### config.mk
export PLATFORM = sky130hd
export DESIGN_NAME = vmu_issue_rx
export DESIGN_NICKNAME = d
export VERILOG_FILES = /design/src/rtl/vmu_rx_pkg.sv /design/src/rtl/vmu_issue_fifo.sv /design/src/rtl/vmu_issue_rx.sv
export SDC_FILE = /design/constraint.sdc
export NUM_CORES = 1
export LEC_CHECK = 0
export ABC_AREA = 0
export CAP_MARGIN = 10
export CORE_UTILIZATION = 45
export CTS_CLUSTER_DIAMETER = 30
export CTS_CLUSTER_SIZE = 40
export DETAILED_ROUTE_END_ITERATION = 12
export PLACE_DENSITY = 0.61
export SETUP_SLACK_MARGIN = 0.1
export SLEW_MARGIN = 20
export SYNTH_ARGS = -nofsm -noshare
export SYNTH_HDL_FRONTEND = slang
export SYNTH_HIERARCHICAL = 1
export SYNTH_SLANG_ARGS = --single-unit
### constraint.sdc
create_clock -name clk -period 27.6 [get_ports clk]
set_clock_uncertainty 0.2 [all_clocks]
set_input_delay 4.14 -clock clk [delete_from_list [all_inputs] [get_ports clk]]
set_output_delay 4.14 -clock clk [all_outputs]
set_load 0.02 [all_outputs]
### src/rtl/vmu_rx_pkg.sv
// Shared types for the VMU issue receiver: ls encodings, issue bundle layout, FSM states.
// Field widths here must match the vmu_issue_rx width parameters.
package vmu_rx_pkg;

    localparam int CONFIG_OP_W = 8;
    localparam int LSU_OP_W    = 8;
    localparam int SCALAR_W    = 64;

    localparam logic [1:0] LS_NONE  = 2'b00;
    localparam logic [1:0] LS_LOAD  = 2'b01;
    localparam logic [1:0] LS_STORE = 2'b10;
    localparam logic [1:0] LS_ILL   = 2'b11;

    typedef struct packed {
        logic [CONFIG_OP_W-1:0] op_config;
        logic [SCALAR_W-1:0]    scalar_config;
        logic [LSU_OP_W-1:0]    op_ls;
        logic [SCALAR_W-1:0]    scalar_ls;
    } issue_bundle_t;

    typedef enum logic [1:0] {
        IDLE = 2'd0,
        RUN  = 2'd1,
        DONE = 2'd2
    } state_e;

endpackage

### src/rtl/vmu_issue_fifo.sv
// In-order buffer of issue bundles; a pop in the same cycle frees room for a push when full.
// Free-entry count is kept as its own register so the credit output comes straight from a flop.
module vmu_issue_fifo
    import vmu_rx_pkg::*;
#(
    parameter int DEPTH = 8
)(
    input  logic                       clk,
    input  logic                       rst,
    input  logic                       i_push,
    input  issue_bundle_t              i_push_data,
    input  logic                       i_pop,
    output issue_bundle_t              o_head,
    output logic [$clog2(DEPTH):0]     o_count,
    output logic [$clog2(DEPTH):0]     o_free,
    output logic                       o_full,
    output logic                       o_empty,
    output logic                       o_push_drop
);

    localparam int AW = $clog2(DEPTH);
    localparam int CW = AW + 1;

    issue_bundle_t r_mem [DEPTH];
    logic [AW-1:0] r_wr_ptr;
    logic [AW-1:0] r_rd_ptr;
    logic [CW-1:0] r_count;
    logic [CW-1:0] r_free;
    logic          w_push;
    logic          w_pop;

    assign o_full      = (r_count == CW'(DEPTH));
    assign o_empty     = (r_count == '0);
    assign w_pop       = i_pop && !o_empty;
    assign w_push      = i_push && (!o_full || w_pop);
    assign o_push_drop = i_push && !w_push;
    assign o_head      = r_mem[r_rd_ptr];
    assign o_count     = r_count;
    assign o_free      = r_free;

    always_ff @(posedge clk) begin
        if (w_push) begin
            r_mem[r_wr_ptr] <= i_push_data;
        end
    end

    always_ff @(posedge clk) begin
        if (rst) begin
            r_wr_ptr <= '0;
            r_rd_ptr <= '0;
            r_count  <= '0;
            r_free   <= CW'(DEPTH);
        end else begin
            if (w_push) r_wr_ptr <= r_wr_ptr + AW'(1);
            if (w_pop)  r_rd_ptr <= r_rd_ptr + AW'(1);
            case ({w_push, w_pop})
                2'b10: begin
                    r_count <= r_count + CW'(1);
                    r_free  <= r_free - CW'(1);
                end
                2'b01: begin
                    r_count <= r_count - CW'(1);
                    r_free  <= r_free + CW'(1);
                end
                default: ;
            endcase
        end
    end

endmodule

### src/rtl/vmu_issue_rx.sv
// VMU issue receiver: buffers issued bundles, applies config ops and expands
// each load/store into per-beat memory requests, with credits and completion strobes.
module vmu_issue_rx
    import vmu_rx_pkg::*;
#(
    parameter int CONFIG_OP_WIDTH = 8,
    parameter int LSU_OP_WIDTH    = 8,
    parameter int SCALAR_WIDTH    = 64,
    parameter int FIFO_DEPTH      = 8,
    parameter int ADDR_WIDTH      = 32,
    parameter int BEAT_BYTES      = 64,
    parameter int VLEN_WIDTH      = 16,
    parameter int DEFAULT_VLEN    = 64
)(
    input  logic                          clk,
    input  logic                          rst,
    input  logic                          i_seq_vmu_issue_vld,
    input  logic [CONFIG_OP_WIDTH-1:0]    i_seq_vmu_op_config,
    input  logic [SCALAR_WIDTH-1:0]       i_seq_vmu_scalar_config,
    input  logic [LSU_OP_WIDTH-1:0]       i_seq_vmu_op_ls,
    input  logic [SCALAR_WIDTH-1:0]       i_seq_vmu_scalar_ls,
    output logic [$clog2(FIFO_DEPTH):0]   o_credit,
    output logic                          o_mem_req_vld,
    input  logic                          i_mem_req_rdy,
    output logic                          o_mem_req_we,
    output logic [ADDR_WIDTH-1:0]         o_mem_req_addr,
    output logic                          o_mem_req_last,
    output logic                          o_done,
    output logic [15:0]                   o_done_cnt,
    output logic                          o_ovf_err,
    output logic                          o_op_err,
    output logic                          o_busy
);

    localparam int CW = $clog2(FIFO_DEPTH) + 1;

    issue_bundle_t          w_push_data;
    issue_bundle_t          w_head;
    logic [CW-1:0]          w_count;
    logic [CW-1:0]          w_free;
    logic                   w_full;
    logic                   w_empty;
    logic                   w_drop;
    logic                   w_pop;
    logic [1:0]             w_ls;
    logic                   w_is_ls;
    logic                   w_last;
    logic [VLEN_WIDTH-1:0]  w_new_vlen;
    logic                   w_unused;

    state_e                 r_state;
    state_e                 w_state_next;
    logic [VLEN_WIDTH-1:0]  r_vlen;
    logic [VLEN_WIDTH-1:0]  r_vlen_lat;
    logic [VLEN_WIDTH-1:0]  r_beat;
    logic [ADDR_WIDTH-1:0]  r_addr;
    logic                   r_we;
    logic [15:0]            r_done_cnt;
    logic                   r_ovf_err;
    logic                   r_op_err;

    assign w_push_data = {i_seq_vmu_op_config, i_seq_vmu_scalar_config,
                          i_seq_vmu_op_ls, i_seq_vmu_scalar_ls};

    vmu_issue_fifo #(
        .DEPTH (FIFO_DEPTH)
    ) u_fifo (
        .clk         (clk),
        .rst         (rst),
        .i_push      (i_seq_vmu_issue_vld),
        .i_push_data (w_push_data),
        .i_pop       (w_pop),
        .o_head      (w_head),
        .o_count     (w_count),
        .o_free      (w_free),
        .o_full      (w_full),
        .o_empty     (w_empty),
        .o_push_drop (w_drop)
    );

    // A config in the popped entry takes effect for that same entry's ls op.
    assign w_ls       = w_head.op_ls[1:0];
    assign w_is_ls    = (w_ls == LS_LOAD) || (w_ls == LS_STORE);
    assign w_new_vlen = (w_head.op_config != '0) ? w_head.scalar_config[VLEN_WIDTH-1:0] : r_vlen;
    assign w_last     = (r_beat == r_vlen_lat - VLEN_WIDTH'(1));

    assign w_unused = ^{w_full, w_head.op_ls[LSU_OP_WIDTH-1:2],
                        w_head.scalar_config[SCALAR_WIDTH-1:VLEN_WIDTH],
                        w_head.scalar_ls[SCALAR_WIDTH-1:ADDR_WIDTH]};

    always_ff @(posedge clk) begin
        if (rst) begin
            r_state <= IDLE;
        end else begin
            r_state <= w_state_next;
        end
    end

    always_comb begin
        w_state_next   = r_state;
        w_pop          = 1'b0;
        o_mem_req_vld  = 1'b0;
        o_mem_req_last = 1'b0;
        o_done         = 1'b0;
        unique case (r_state)
            IDLE: begin
                if (!w_empty) begin
                    w_pop = 1'b1;
                    if (w_is_ls) begin
                        w_state_next = (w_new_vlen != '0) ? RUN : DONE;
                    end
                end
            end
            RUN: begin
                o_mem_req_vld  = 1'b1;
                o_mem_req_last = w_last;
                if (i_mem_req_rdy && w_last) begin
                    w_state_next = DONE;
                end
            end
            DONE: begin
                o_done       = 1'b1;
                w_state_next = IDLE;
            end
            default: w_state_next = IDLE;
        endcase
    end

    // Address advances by one stride per accepted beat; wrap-around is intentional.
    always_ff @(posedge clk) begin
        if (rst) begin
            r_vlen     <= VLEN_WIDTH'(DEFAULT_VLEN);
            r_vlen_lat <= '0;
            r_beat     <= '0;
            r_addr     <= '0;
            r_we       <= 1'b0;
            r_done_cnt <= '0;
            r_ovf_err  <= 1'b0;
            r_op_err   <= 1'b0;
        end else begin
            if (w_drop) r_ovf_err <= 1'b1;
            if (w_pop) begin
                r_vlen <= w_new_vlen;
                if (w_ls == LS_ILL) r_op_err <= 1'b1;
                if (w_is_ls) begin
                    r_vlen_lat <= w_new_vlen;
                    r_beat     <= '0;
                    r_addr     <= w_head.scalar_ls[ADDR_WIDTH-1:0];
                    r_we       <= (w_ls == LS_STORE);
                end
            end
            if ((r_state == RUN) && i_mem_req_rdy) begin
                r_beat <= r_beat + VLEN_WIDTH'(1);
                r_addr <= r_addr + ADDR_WIDTH'(BEAT_BYTES);
            end
            if (r_state == DONE) r_done_cnt <= r_done_cnt + 16'd1;
        end
    end

    assign o_credit       = w_free;
    assign o_mem_req_we   = r_we;
    assign o_mem_req_addr = r_addr;
    assign o_done_cnt     = r_done_cnt;
    assign o_ovf_err      = r_ovf_err;
    assign o_op_err       = r_op_err;
    assign o_busy         = (w_count != '0) || (r_state != IDLE);

endmodule
Yosys cells after proc, flatten, opt, wreduce, memory -nomap -nowiden
Memories as Yosys holds them, arrays and structs flattened. A register that Yosys moved wholly into a read port is not among the register bits.
Cells that the tools add are included.
Word-level totals
  ROM bits: 0
  bits in latches: 0
  input port bits: 148
  logic and storage cells: 83
  memories kept: 1
  flip-flop bits (word level): 115
  output and inout port bits: 59
  bits in writable memories: 1152
Memories
  u_fifo.r_mem: words 8, width 144, rd ports 1, clocked after Yosys merged registers in 1, write ports 1, RTL line vmu_issue_fifo.sv:24  | issue_bundle_t r_mem [DEPTH];
Cells by class
  reduce and logical (&&, ||, !) cells: 24
  add/subtract/negate cells: 10
  multiply operators: 0
  muxes and demuxes: 23
  $lt $le $gt $ge: 0
  shift operators: 0
  equality and inequality tests: 12
  divide/modulo/power cells: 0
  bitwise operators: 0
Operators by type and width (count)
  $mux W32: 3
  $mux W16: 4
  $add A16 B1 Y16 const B: 2
  $add A32 B7 Y32 const B: 1
  $eq A16 B16 Y1: 1
  $pmux W4 S2: 2
  $reduce_bool A16 Y1: 1
  $sub A16 B1 Y16 const B: 1
  $add A4 B1 Y4 const B: 2
  $eq A2 B2 Y1 const B: 4
  $mux W2: 4
  $reduce_bool A2 Y1: 4
  $reduce_bool A8 Y1: 1
  $sub A4 B1 Y4 const B: 2
  $mux W1: 7
  $add A3 B1 Y3 const B: 2
  $eq A2 B1 Y1 const B: 3
  $mux W3: 2
  $ne A2 B2 Y1 const B: 3
  $reduce_and A2 Y1: 3
  $logic_and A1 B1 Y1: 5
  $eq A4 B4 Y1 const B: 1
  $logic_not A4 Y1: 1
  $pmux W2 S2: 1
  5 further kinds: 9

Logic depth before layout (Yosys ltp)
Gate-level depths: netlist of run 1.
  depth after elaboration: 8
  depth in mapped cells: 13
  depth with buffers taken out: 11

By module
The synthesis of run 1 kept the hierarchy.
Modules (own cells, without submodules)
  vmu_issue_fifo: area an instance 44206.1 um^2, sequential area each 34933.5 um^2, times used 1, cells an instance 1772
  vmu_issue_rx: area an instance 5242.5 um^2, sequential area each 2021.9 um^2, times used 1, cells an instance 654

Worst setup path before layout of run 1
OpenSTA, ideal clock, no wires.
  path type: input to register
  start point: input i_seq_vmu_issue_vld
  end point: memory u_fifo/r_mem[0][0] (netlist bit), enable pin
  path slack: 8.415 ns
  arrival time: 17.984 ns
  library setup time: 1.001 ns
  path buffers: 1
  stages on the path: 3
  data required time: 26.399 ns
  cells stage by stage: buf_2 -> o21ai_2 -> nor4_1
On the way
  cells in the longest elaborated chain, start to end: 3
Ends and longest elaborated chain
  start, declared: RTL line vmu_issue_rx.sv:17  | input logic i_seq_vmu_issue_vld,
  $logic_and A1 B1 Y1: RTL line vmu_issue_fifo.sv:35  | assign w_push = i_push && (!o_full || w_pop);
  $mux W1: RTL line vmu_issue_fifo.sv:42  | if (w_push) begin
  $mux W1 (implied by the code): RTL line vmu_issue_fifo.sv:43  | r_mem[r_wr_ptr] <= i_push_data;
  end, declared: RTL line vmu_issue_fifo.sv:24
No other way between the ends.

Worst setup path in the final report of run 1
  start point: register r_vlen_lat[0]
  end point: output o_mem_req_last
On the way
  cells in the longest elaborated chain, start to end: 3
Ends and longest elaborated chain
  start, declared: RTL line vmu_issue_rx.sv:54  | logic [VLEN_WIDTH-1:0] r_vlen_lat;
  start signal, assigned: RTL line vmu_issue_rx.sv:146  | r_vlen_lat <= w_new_vlen;
  $sub A16 B1 Y16: RTL line vmu_issue_rx.sv:85  | assign w_last = (r_beat == r_vlen_lat - VLEN_WIDTH'(1));
  $eq A16 B16 Y1: RTL line vmu_issue_rx.sv:85
  $mux W1: RTL line vmu_issue_rx.sv:105  | unique case (r_state)
  end, declared: RTL line vmu_issue_rx.sv:27  | output logic o_mem_req_last,
No other way between the ends.

==> results of run 1 <==
-- worst max-delay path, stage by stage (launching register included) --
cell and delay (ns):
dfxtp_1 0.37, inv_1 0.08, ha_1 0.19, or4b_1 0.61, nor4_1 0.36, xnor2_1 0.14, nor4_1 0.31, and4_1 0.24
and4_1 0.20, clkdlybuf4s50_1 0.65
-- cell type report --
| cell class | count | area (µm²) | share of cell area [%] |
|---|---|---|---|
| inverter | 14 | 52.55 | 0.1761 |
| clock inverter | 81 | 991.0 | 3.320 |
| multi-input combinational | 760 | 6948 | 23.28 |
| timing repair buffer | 146 | 1426 | 4.779 |
| sequential | 582 | 16310 | 54.63 |
| tap | 680 | 850.8 | 2.850 |
| clock buffer | 151 | 3273 | 10.97 |
-- state kept, by name (all words and copies together), names as in the netlist, named ones only --
register / count
r_vlen: 16
o_op_err: 1
u_fifo/r_wr_ptr: 3
u_fifo/o_count: 4
r_vlen_lat: 16
u_fifo/r_rd_ptr: 3
r_state: 2
o_mem_req_addr: 32
r_beat: 16
o_mem_req_we: 1
u_fifo/r_mem: 464
o_done_cnt: 16
o_ovf_err: 1
u_fifo/o_free: 4
-- path summary, 6_finish.rpt --
| check | start | to | slack (ns) | cells after the start |
|---|---|---|---|---|
| setup / recovery | r_vlen_lat[0]$_SDFFE_PP0P_ | o_mem_req_last | 19.47 | 9 |
| setup reg to reg | flop | r_state[0]$_SDFFE_PP0P_ | 23.17 | 9 |
| hold / removal | o_mem_req_addr[4]$_SDFFE_PP0P_ | o_mem_req_addr[4]$_SDFFE_PP0P_ | 0.25 | 2 |
| hold reg to reg | o_mem_req_addr[4]$_SDFFE_PP0P_ | o_mem_req_addr[4]$_SDFFE_PP0P_ | 0.25 | 2 |
-- per-stage QoR --
stage	total power [mW]	area, µm²	util [%]	setup WS, ns	hold WS [ns]
floorplan	1.605	23750	-	16.84	0.2642
global route	3.392	29850	57.72	19.21	0.2683
finish	3.256	29850	57.72	19.47	0.2548
detailed placement	1.804	25540	49.38	19.98	0.2512
global placement	1.791	25540	49.38	20.00	0.2477
CTS	3.287	29800	57.62	19.44	0.2594
-- layer usage --
metal  wire [µm]  up-vias  share of wire (%)  track usage (%)
met5          58        -               0.11                0
met4         893        8                1.7            5.900
met3        2951       83                5.7            4.948
met2       24230      367                 47            30.20
met1       23560     6960                 46            27.56
li1            -     6129                  -                -
-- report_power, final --
| part | switching, mW | internal [mW] | leakage, nW |
|---|---|---|---|
| logic | 0.361 | 0.297 | 2.60 |
| registers | 0.0845 | 1.04 | 5.18 |
| clock network | 0.464 | 1.01 | 2.03 |
-- placed cells by master, fill, tap and decap left out, types with 7 or more instances in the layout --
| cell | n |
|---|---|
| clkdlybuf4s50_1 | 119 |
| nand2_1 | 83 |
| mux2_2 | 67 |
| edfxtp_1 | 464 |
| o21ai_0 | 17 |
| bufinv_16 | 18 |
| nand4_1 | 14 |
| ha_1 | 12 |
| dfxtp_1 | 115 |
| nor3_1 | 18 |
| xor2_1 | 18 |
| o211ai_1 | 7 |
| clkinvlp_4 | 19 |
| nor4_1 | 19 |
| a21oi_1 | 45 |
| a311oi_1 | 16 |
| inv_1 | 13 |
| clkinv_2 | 17 |
| clkinv_1 | 8 |
| xnor2_1 | 24 |
| and3_1 | 8 |
| buf_4 | 25 |
| clkinv_4 | 11 |
| mux2i_1 | 24 |
| nand3_1 | 44 |
| mux4_2 | 116 |
| a31oi_1 | 12 |
| clkbuf_1 | 19 |
| clkbuf_16 | 123 |
| nor2_1 | 111 |
| clkbuf_8 | 9 |
==> out/results.tsv, run 1 <==
stage	metric	value	unit
outcome	status	completed	
timing	FMAX	0.1230	GHz
final_layout	Filler Cells Inserted	4005	
timing	Slew @ Worst Pin	1.020	ns
place	number of cells after detailed placement	2180	
yosys	Gate Count Post-Synth	1449	
floorplan	Die Wd	231.7	µm
clock_tree	Max Buffers Root-to-Sink	3	
timing	Tcrit/Tclk final	29.46	%
place	GP Congestion	0.8041	
yosys	cell area after synthesis	23750	µm²
grt	Total GRT Usage	19.64	%
clock_tree	cts repair resizes	0	
grt	largest net degree at the start of global routing	71	
power_and_ir_drop	Peak VDD IR	68.15	µV
clock_tree	Num CTS Buffers	121	
worst_setup_path	Critical Path Source Type	flop	
timing	Slew Limit Headroom	31.83	%
place	Port Buffers	120	
route	Detailed Route WL	51690	µm
route	via count	13550	
final_layout	Antenna Cells	0	
power_and_ir_drop	leak pwr	9.809	nW
final_layout	Cell Count, Final, Fillers Out	2414	
route	DRT iter0 DRCs	1017	
place	Final HPWL DP	28350	µm
route	Via density	5.612	
clock_tree	Clock Latency Late Sink	0.65	ns
grt	global-route wire length before repair	79610	µm
yosys	syn_nets	1611	
floorplan	Initial Utilization	45.93	%
yosys	YS warnings	6	
clock_tree	# hold bufs at CTS	0	
yosys	syn_area_per_cell	16.39	µm²
worst_hold_path	hold crit path type	flop to flop	
worst_setup_path	CP Capture Type	primary output	
clock_tree	H-tree Lvls	3	
timing	setup TNS	0	ns
final_layout	Area growth, synth to finish	25.66	%
clock_tree	CTS tree	built	
clock_tree	CTS root buffer	clkbuf_16	
job	maxcap violations	0	
grt	initial antenna violation count	4	
worst_setup_path	Arr. time, crit path	3.79	ns
route	Residual DRC	0	
clock_tree	CTS clock-pin slew for the worst setup and hold paths	0.04	ns
floorplan	Die Area	53710	µm²
timing	Period minus WS final	8.131	ns
clock_tree	post-CTS setup buffers	0	
floorplan	Core ar.	51720	µm²
grt	GRT overflow	0	
route	post-route antenna net violation count	0	
timing	RSZ-0062 raised after global routing	no	
power_and_ir_drop	P per Cell Area	109.1	nW/µm²
timing	fin. max-slew vios	0	
timing	final hold vios	0	
final_layout	Final #Nets	1787	
timing	setup violators final	0	
floorplan	# rows	83	
route	Pre-Repair DR Iteration Count	5	
final_layout	layout cell share with drive strength beyond 1	25.95	%
grt	vias in the first global route	13710	
floorplan	Ports	207	
worst_setup_path	Setup CP Type	flop to primary output	
route	post-DR wirelength/cell	21.41	µm
clock_tree	clock sinks	582	
worst_setup_path	CP Data Required Time	23.26	ns
floorplan	Die H	231.7	µm
worst_setup_path	critical path fanouts, max	7	
No activity file was read; power rests on OpenSTA's default activity.
==> run 2, diff against run 1 <==
==> constraint.sdc (replaced) <==
create_clock -name clk -period 8.29 [get_ports clk]
set_clock_uncertainty 0.2 [all_clocks]
set_input_delay 1.2435 -clock clk [delete_from_list [all_inputs] [get_ports clk]]
set_output_delay 1.2435 -clock clk [all_outputs]
set_load 0.02 [all_outputs]
==> run 2 against run 1 <==
  * Sequential share of layout area is essentially flat
  * Flip-flop and latch count is the same
  * First-iteration DRC count shrank 4.0%
  * Critical endpoint unchanged
  * Largest power group unchanged
==> out/results.tsv, run 2 (same netlist as run 1, synthesis figures left out) <==
stage	metric	value	unit
outcome	status	completed	
place	Final HPWL DP	28150	µm
route	post-DR wirelength/cell	21.45	µm
final_layout	register with the highest flop count	u_fifo/r_mem	
timing	setup TNS	0	ns
clock_tree	Max Buffers Root-to-Sink	3	
clock_tree	cts repair resizes	0	
place	GP Congestion	0.8052	
grt	vias in the first global route	13700	
route	Via density	5.583	
route	Detailed Route WL	51700	µm
floorplan	# rows	83	
worst_hold_path	WHS Path Cells	2	
floorplan	Die H	231.7	µm
timing	Slew @ Worst Pin	1.106	ns
final_layout	Cell Count, Final, Fillers Out	2410	
timing	Tcrit/Tclk final	63.31	%
clock_tree	CTS clock-pin slew for the worst setup and hold paths	0.05	ns
worst_setup_path	Setup CP Type	flop to primary output	
clock_tree	Clock Latency Late Sink	0.66	ns
power_and_ir_drop	Int Power	7.799	mW
timing	final hold vios	0	
final_layout	layout cell share with drive strength beyond 1	25.81	%
final_layout	max reg flops	464	
route	post-route antenna net violation count	0	
grt	GRT overflow	0	
route	via count	13450	
timing	fin. max-slew vios	0	
floorplan	Core ar.	51720	µm²
route	Residual DRC	0	
route	DRT iter0 DRCs	976	
timing	FMAX	0.1905	GHz
job	maxcap violations	0	
worst_setup_path	CP Capture Type	primary output	
timing	worst setup margin	3.042	ns
power_and_ir_drop	Flop pwr share	34.8	%
clock_tree	clock sinks	582	
final_layout	Area growth, synth to finish	25.57	%
worst_setup_path	Arr. time, crit path	3.80	ns
timing	minimum hold slack	0.2610	ns
clock_tree	H-tree Lvls	3	
place	post-placement setup slack	3.500	ns
clock_tree	CTS tree	built	
final_layout	commonest non-fill, non-tap cell in the layout	edfxtp_1	
power_and_ir_drop	Net Sw Frac	27.80	%
final_layout	Final #Nets	1786	
route	Pre-Repair DR Iteration Count	5	
worst_setup_path	Critical Path Source Type	flop	
final_layout	most frequent cells in the layout	464 x edfxtp_1, 121 x clkbuf_16, 119 x clkdlybuf4s50_1	
grt	Total GRT Usage	19.68	%
place	Port Buffers	120	
clock_tree	post-CTS setup buffers	0	
floorplan	Die Area	53710	µm²
power_and_ir_drop	Comb pwr share	20.4	%
grt	largest net degree at the start of global routing	93	
worst_hold_path	hold crit path type	flop to flop	
floorplan	Die Wd	231.7	µm
worst_setup_path	R2R depth	10	
timing	Period minus WS final	5.248	ns
timing	Slew Limit Headroom	26.24	%
power_and_ir_drop	Clock power frac	44.9	%
worst_setup_path	critical path fanouts, max	7	
worst_setup_path	CP Data Required Time	6.85	ns
grt	global-route wire length before repair	79870	µm
power_and_ir_drop	leak pwr	9.813	nW
power_and_ir_drop	P per Cell Area	362.2	nW/µm²
power_and_ir_drop	sw power	3.003	mW
clock_tree	CTS root buffer	clkbuf_16	
grt	initial antenna violation count	3	
power_and_ir_drop	Peak VDD IR	238.9	µV
floorplan	Ports	207	
clock_tree	Num CTS Buffers	118	
place	number of cells after detailed placement	2183	
timing	setup violators final	0	
timing	RSZ-0062 raised after global routing	no	
floorplan	Initial Utilization	45.93	%
clock_tree	# hold bufs at CTS	0	
## run 2: cell types whose count changed in the layout (fill, tap and decap cells not counted), sizes merged
cell | previous run | this run
buf | 27 | 29
clkinv | 38 | 34
clkinvlp | 19 | 15
diode | 0 | 2
## run 2: layout make-up
cell class                 count  area [µm²]
fill                        3956       21890
multi-input combinational    760        6948
timing repair buffer         148        1454
sequential                   582       16310
clock inverter                73       938.4
tap                          680       850.8
inverter                      14       52.55
antenna                        2       5.005
clock buffer                 151        3271
## run 2: worst paths after layout
check / from / to / slack [ns]
hold / removal: o_mem_req_addr[2]$_SDFFE_PP0P_ / o_mem_req_addr[2]$_SDFFE_PP0P_ / 0.26
hold reg to reg: o_mem_req_addr[2]$_SDFFE_PP0P_ / o_mem_req_addr[2]$_SDFFE_PP0P_ / 0.26
setup / recovery: r_vlen_lat[0]$_SDFFE_PP0P_ / o_mem_req_last / 3.04
setup reg to reg: flop / o_mem_req_addr[23]$_SDFFE_PP0P_ / 3.67
## run 2: worst max-delay path, stage by stage, from the launching register on
cell	delay (ns)
dfxtp_1	0.38
inv_1	0.09
ha_1	0.19
or4b_1	0.61
nor4_1	0.35
xnor2_1	0.14
nor4_1	0.29
and4_1	0.23
and4_1	0.20
clkdlybuf4s50_1	0.66
## run 2: per-stage QoR
step	utilization, %	power, mW	area, µm²
finish	57.67	10.80	29830
global route	57.67	11.26	29820
CTS	57.61	10.90	29790
detailed placement	49.47	6.008	25580
global placement	49.39	5.970	25540
floorplan	-	5.344	23750
## run 2: power groups by stage
| stage | combinational (mW) | clock [mW] | sequential (mW) |
|---|---|---|---|
| after floorplan | 1.55 | 0 | 3.80 |
| after global placement | 2.18 | 0 | 3.79 |
| after detailed placement | 2.20 | 0 | 3.81 |
| after CTS | 2.21 | 4.93 | 3.76 |
| after global routing | 2.39 | 5.07 | 3.79 |
| final | 2.20 | 4.85 | 3.76 |
## run 2: layer usage
layer | routed length [µm] | up-vias | track usage, %
met2 | 23730 | 417 | 29.96
met5 | 25 | - | 0
met1 | 23650 | 6812 | 27.93
met3 | 3182 | 97 | 4.420
met4 | 1110 | 4 | 6.764
li1 | - | 6124 | -
==> run 3, diff against run 2 <==
--- a/config.mk
+++ b/config.mk
@@ -11,7 +11,7 @@
 export CTS_CLUSTER_DIAMETER = 30
 export CTS_CLUSTER_SIZE = 40
 export DETAILED_ROUTE_END_ITERATION = 12
-export PLACE_DENSITY = 0.61
+export PLACE_DENSITY = 0.63
 export SETUP_SLACK_MARGIN = 0.1
 export SLEW_MARGIN = 20
 export SYNTH_ARGS = -nofsm -noshare
==> constraint.sdc (replaced) <==
create_clock -name clk -period 4.5 [get_ports clk]
set_clock_uncertainty 0.2 [all_clocks]
set_input_delay 0.675 -clock clk [delete_from_list [all_inputs] [get_ports clk]]
set_output_delay 0.675 -clock clk [all_outputs]
set_load 0.02 [all_outputs]
==> run 3 against run 2 <==
  * Core utilization fell by 0.10 points
  * Global-route usage increased by 0.12 points
  * Via count increased by 0.91%
  * Sequential share of layout area increased by 0.090 points
  * Die area unchanged
  * Critical path depth shrank 2
  * Sequential power rose by 84%
  * First-iteration DRC count fell by 1.4%
  * Non-clock buffer count increased by 7
  * Routed wire length is 0.28% higher
  * Combinational power grew 89%
==> out/results.tsv, run 3 (same netlist as run 1, synthesis figures left out) <==
stage	metric	value	unit
worst_hold_path	hold crit path type	flop to flop	
timing	setup violators final	0	
floorplan	Die Wd	231.7	µm
worst_setup_path	worst reg-to-reg setup slack	0.77	ns
power_and_ir_drop	leak pwr	9.752	nW
clock_tree	CTS clock-pin slew for the worst setup and hold paths	0.05	ns
final_layout	Area growth, synth to finish	25.34	%
clock_tree	CTS root buffer	clkbuf_16	
route	DRT iter0 DRCs	962	
worst_setup_path	CP startpoint	r_vlen_lat[5]$_SDFFE_PP0P_	
worst_setup_path	critical path fanouts, max	7	
final_layout	max reg flops	464	
timing	setup TNS	0	ns
final_layout	Reg area	16300	µm²
worst_setup_path	Critical-path top delay cell	or4_4	
worst_setup_path	worst-path cell chain	or4_4 -> or4b_4 -> o21a_1 -> nor3_2 -> and4_1 -> and4_1 -> clkbuf_2	
worst_setup_path	CP Capture Type	primary output	
clock_tree	Clock Latency Late Sink	0.66	ns
power_and_ir_drop	P per Cell Area	663.0	nW/µm²
clock_tree	Max Buffers Root-to-Sink	3	
grt	Total GRT Usage	19.80	%
worst_setup_path	Setup CP Type	flop to primary output	
timing	final hold vios	0	
place	Port Buffers	120	
power_and_ir_drop	Clock power frac	43.9	%
clock_tree	clock sinks	582	
grt	GRT overflow	0	
route	Pre-Repair DR Iteration Count	5	
worst_setup_path	Critical Path Source Type	flop	
place	GP Congestion	0.8419	
job	maxcap violations	0	
grt	Most Used Layer, Global Route	met2	
power_and_ir_drop	Peak VDD IR	409.2	µV
route	via count	13580	
grt	GR Util met3	4.236	%
power_and_ir_drop	Comb pwr share	21.1	%
timing	FMAX	0.2385	GHz
power_and_ir_drop	sw power	5.745	mW
timing	worst setup margin	0.3072	ns
floorplan	Core ar.	51720	µm²
timing	Slew Limit Headroom	27.47	%
route	Via density	5.633	
worst_setup_path	CP Data Required Time	3.62	ns
floorplan	Die H	231.7	µm
grt	met2 Use GR	31.13	%
route	post-route antenna net violation count	0	
worst_setup_path	most used cell, CP	and4_1	
floorplan	Ports	207	
worst_setup_path	CP endpoint	o_mem_req_last	
final_layout	Final #Nets	1789	
floorplan	Initial Utilization	45.93	%
final_layout	layout cell share with drive strength beyond 1	26.72	%
place	post-placement setup slack	0.5202	ns
outcome	status	completed	
timing	Slew @ Worst Pin	1.084	ns
clock_tree	# hold bufs at CTS	0	
power_and_ir_drop	Int Power	14.00	mW
final_layout	commonest non-fill, non-tap cell in the layout	edfxtp_1	
place	Final HPWL DP	28870	µm
grt	largest net degree at the start of global routing	80	
timing	fin. max-slew vios	0	
grt	met1 usage	27.08	%
final_layout	Filler Cells Inserted	3991	
power_and_ir_drop	Net Sw Frac	29.10	%
timing	Tcrit/Tclk final	93.17	%
floorplan	# rows	83	
worst_setup_path	r2r endpoint	r_vlen[6]$_SDFFE_PP1P_	
timing	Period minus WS final	4.193	ns
clock_tree	CTS tree	built	
floorplan	Die Area	53710	µm²
power_and_ir_drop	Flop pwr share	35.0	%
worst_setup_path	CP peak stage delay	0.61	ns
worst_setup_path	R2R depth	8	
final_layout	multi-input logic area	6992	µm²
timing	RSZ-0062 raised after global routing	no	
route	Detailed Route WL	51850	µm
final_layout	register with the highest flop count	u_fifo/r_mem	
route	post-DR wirelength/cell	21.51	µm
route	Residual DRC	0	
grt	initial antenna violation count	3	
clock_tree	cts repair resizes	4	
grt	vias in the first global route	13980	
final_layout	most frequent cells in the layout	464 x edfxtp_1, 118 x clkdlybuf4s50_1, 116 x clkbuf_16, 116 x mux4_2, 115 x dfxtp_1	
clock_tree	post-CTS setup buffers	0	
worst_setup_path	Arr. time, crit path	3.32	ns
clock_tree	H-tree Lvls	3	
grt	global-route wire length before repair	80340	µm
clock_tree	Num CTS Buffers	114	
-- run 3: layout make-up --
class | count | share of cell area [%]
Sequential cell | 582 | 54.76
Multi-Input combinational cell | 760 | 23.48
Clock buffer | 123 | 9.872
Timing Repair Buffer | 155 | 5.060
Clock inverter | 95 | 3.778
Tap cell | 680 | 2.858
Inverter | 14 | 0.1765
Antenna cell | 1 | 0.008405
-- run 3: worst min path at each step --
| stage | depth (start not counted) | end | startpoint | slack, ns |
|---|---|---|---|---|
| 6_report | 2 | o_mem_req_we$_SDFFE_PP0P_ | o_mem_req_we$_SDFFE_PP0P_ | 0.25 |
| 5_1_grt | 2 | o_mem_req_addr[2]$_SDFFE_PP0P_ | o_mem_req_addr[2]$_SDFFE_PP0P_ | 0.28 |
| 4_1_cts | 2 | o_mem_req_we$_SDFFE_PP0P_ | o_mem_req_we$_SDFFE_PP0P_ | 0.25 |
| 3_5_place_dp | 2 | o_mem_req_addr[2]$_SDFFE_PP0P_ | o_mem_req_addr[2]$_SDFFE_PP0P_ | 0.25 |
| 3_3_place_gp | 2 | o_mem_req_addr[2]$_SDFFE_PP0P_ | o_mem_req_addr[2]$_SDFFE_PP0P_ | 0.25 |
| 2_1_floorplan | 2 | r_vlen[6]$_SDFFE_PP1P_ | r_vlen[6]$_SDFFE_PP1P_ | 0.26 |
-- run 3: worst max-delay path: cells and delay by family (launching register included) --
family / cells / cell delay, ns
buffers and inverters: 1 / 0.19
AOI/OAI and AO/OA: 1 / 0.20
DFF: 1 / 0.37
and+or+nand+nor: 5 / 1.90
-- run 3: power by group through the flow --
stage / Combinational, mW / Sequential (mW) / Clock [mW]
global route: 4.51 / 6.97 / 9.07
floorplan: 2.86 / 6.97 / 0
global placement: 4.07 / 6.97 / 0
detailed placement: 4.13 / 6.99 / 0
CTS: 4.19 / 6.90 / 8.82
finish: 4.16 / 6.90 / 8.68
-- run 3: metal layers --
layer,wire length [µm],share of wire [%]
met1,23250,45
met2,24350,47
met3,2868,5.5
met4,1348,2.6
met5,26,0.050
-- run 3: per-stage QoR --
stage	instance area, µm²	cells	hold WS [ns]	power, mW	utilization [%]
final	29770	2410	0.2532	19.74	57.57
after CTS	29770	2409	0.2539	19.90	57.57
after floorplan	23790	1449	0.2642	9.829	-
after detailed placement	25700	2191	0.2495	11.13	49.70
after global placement	25700	2191	0.2457	11.04	49.70
after global routing	29770	2410	0.2767	20.55	57.57
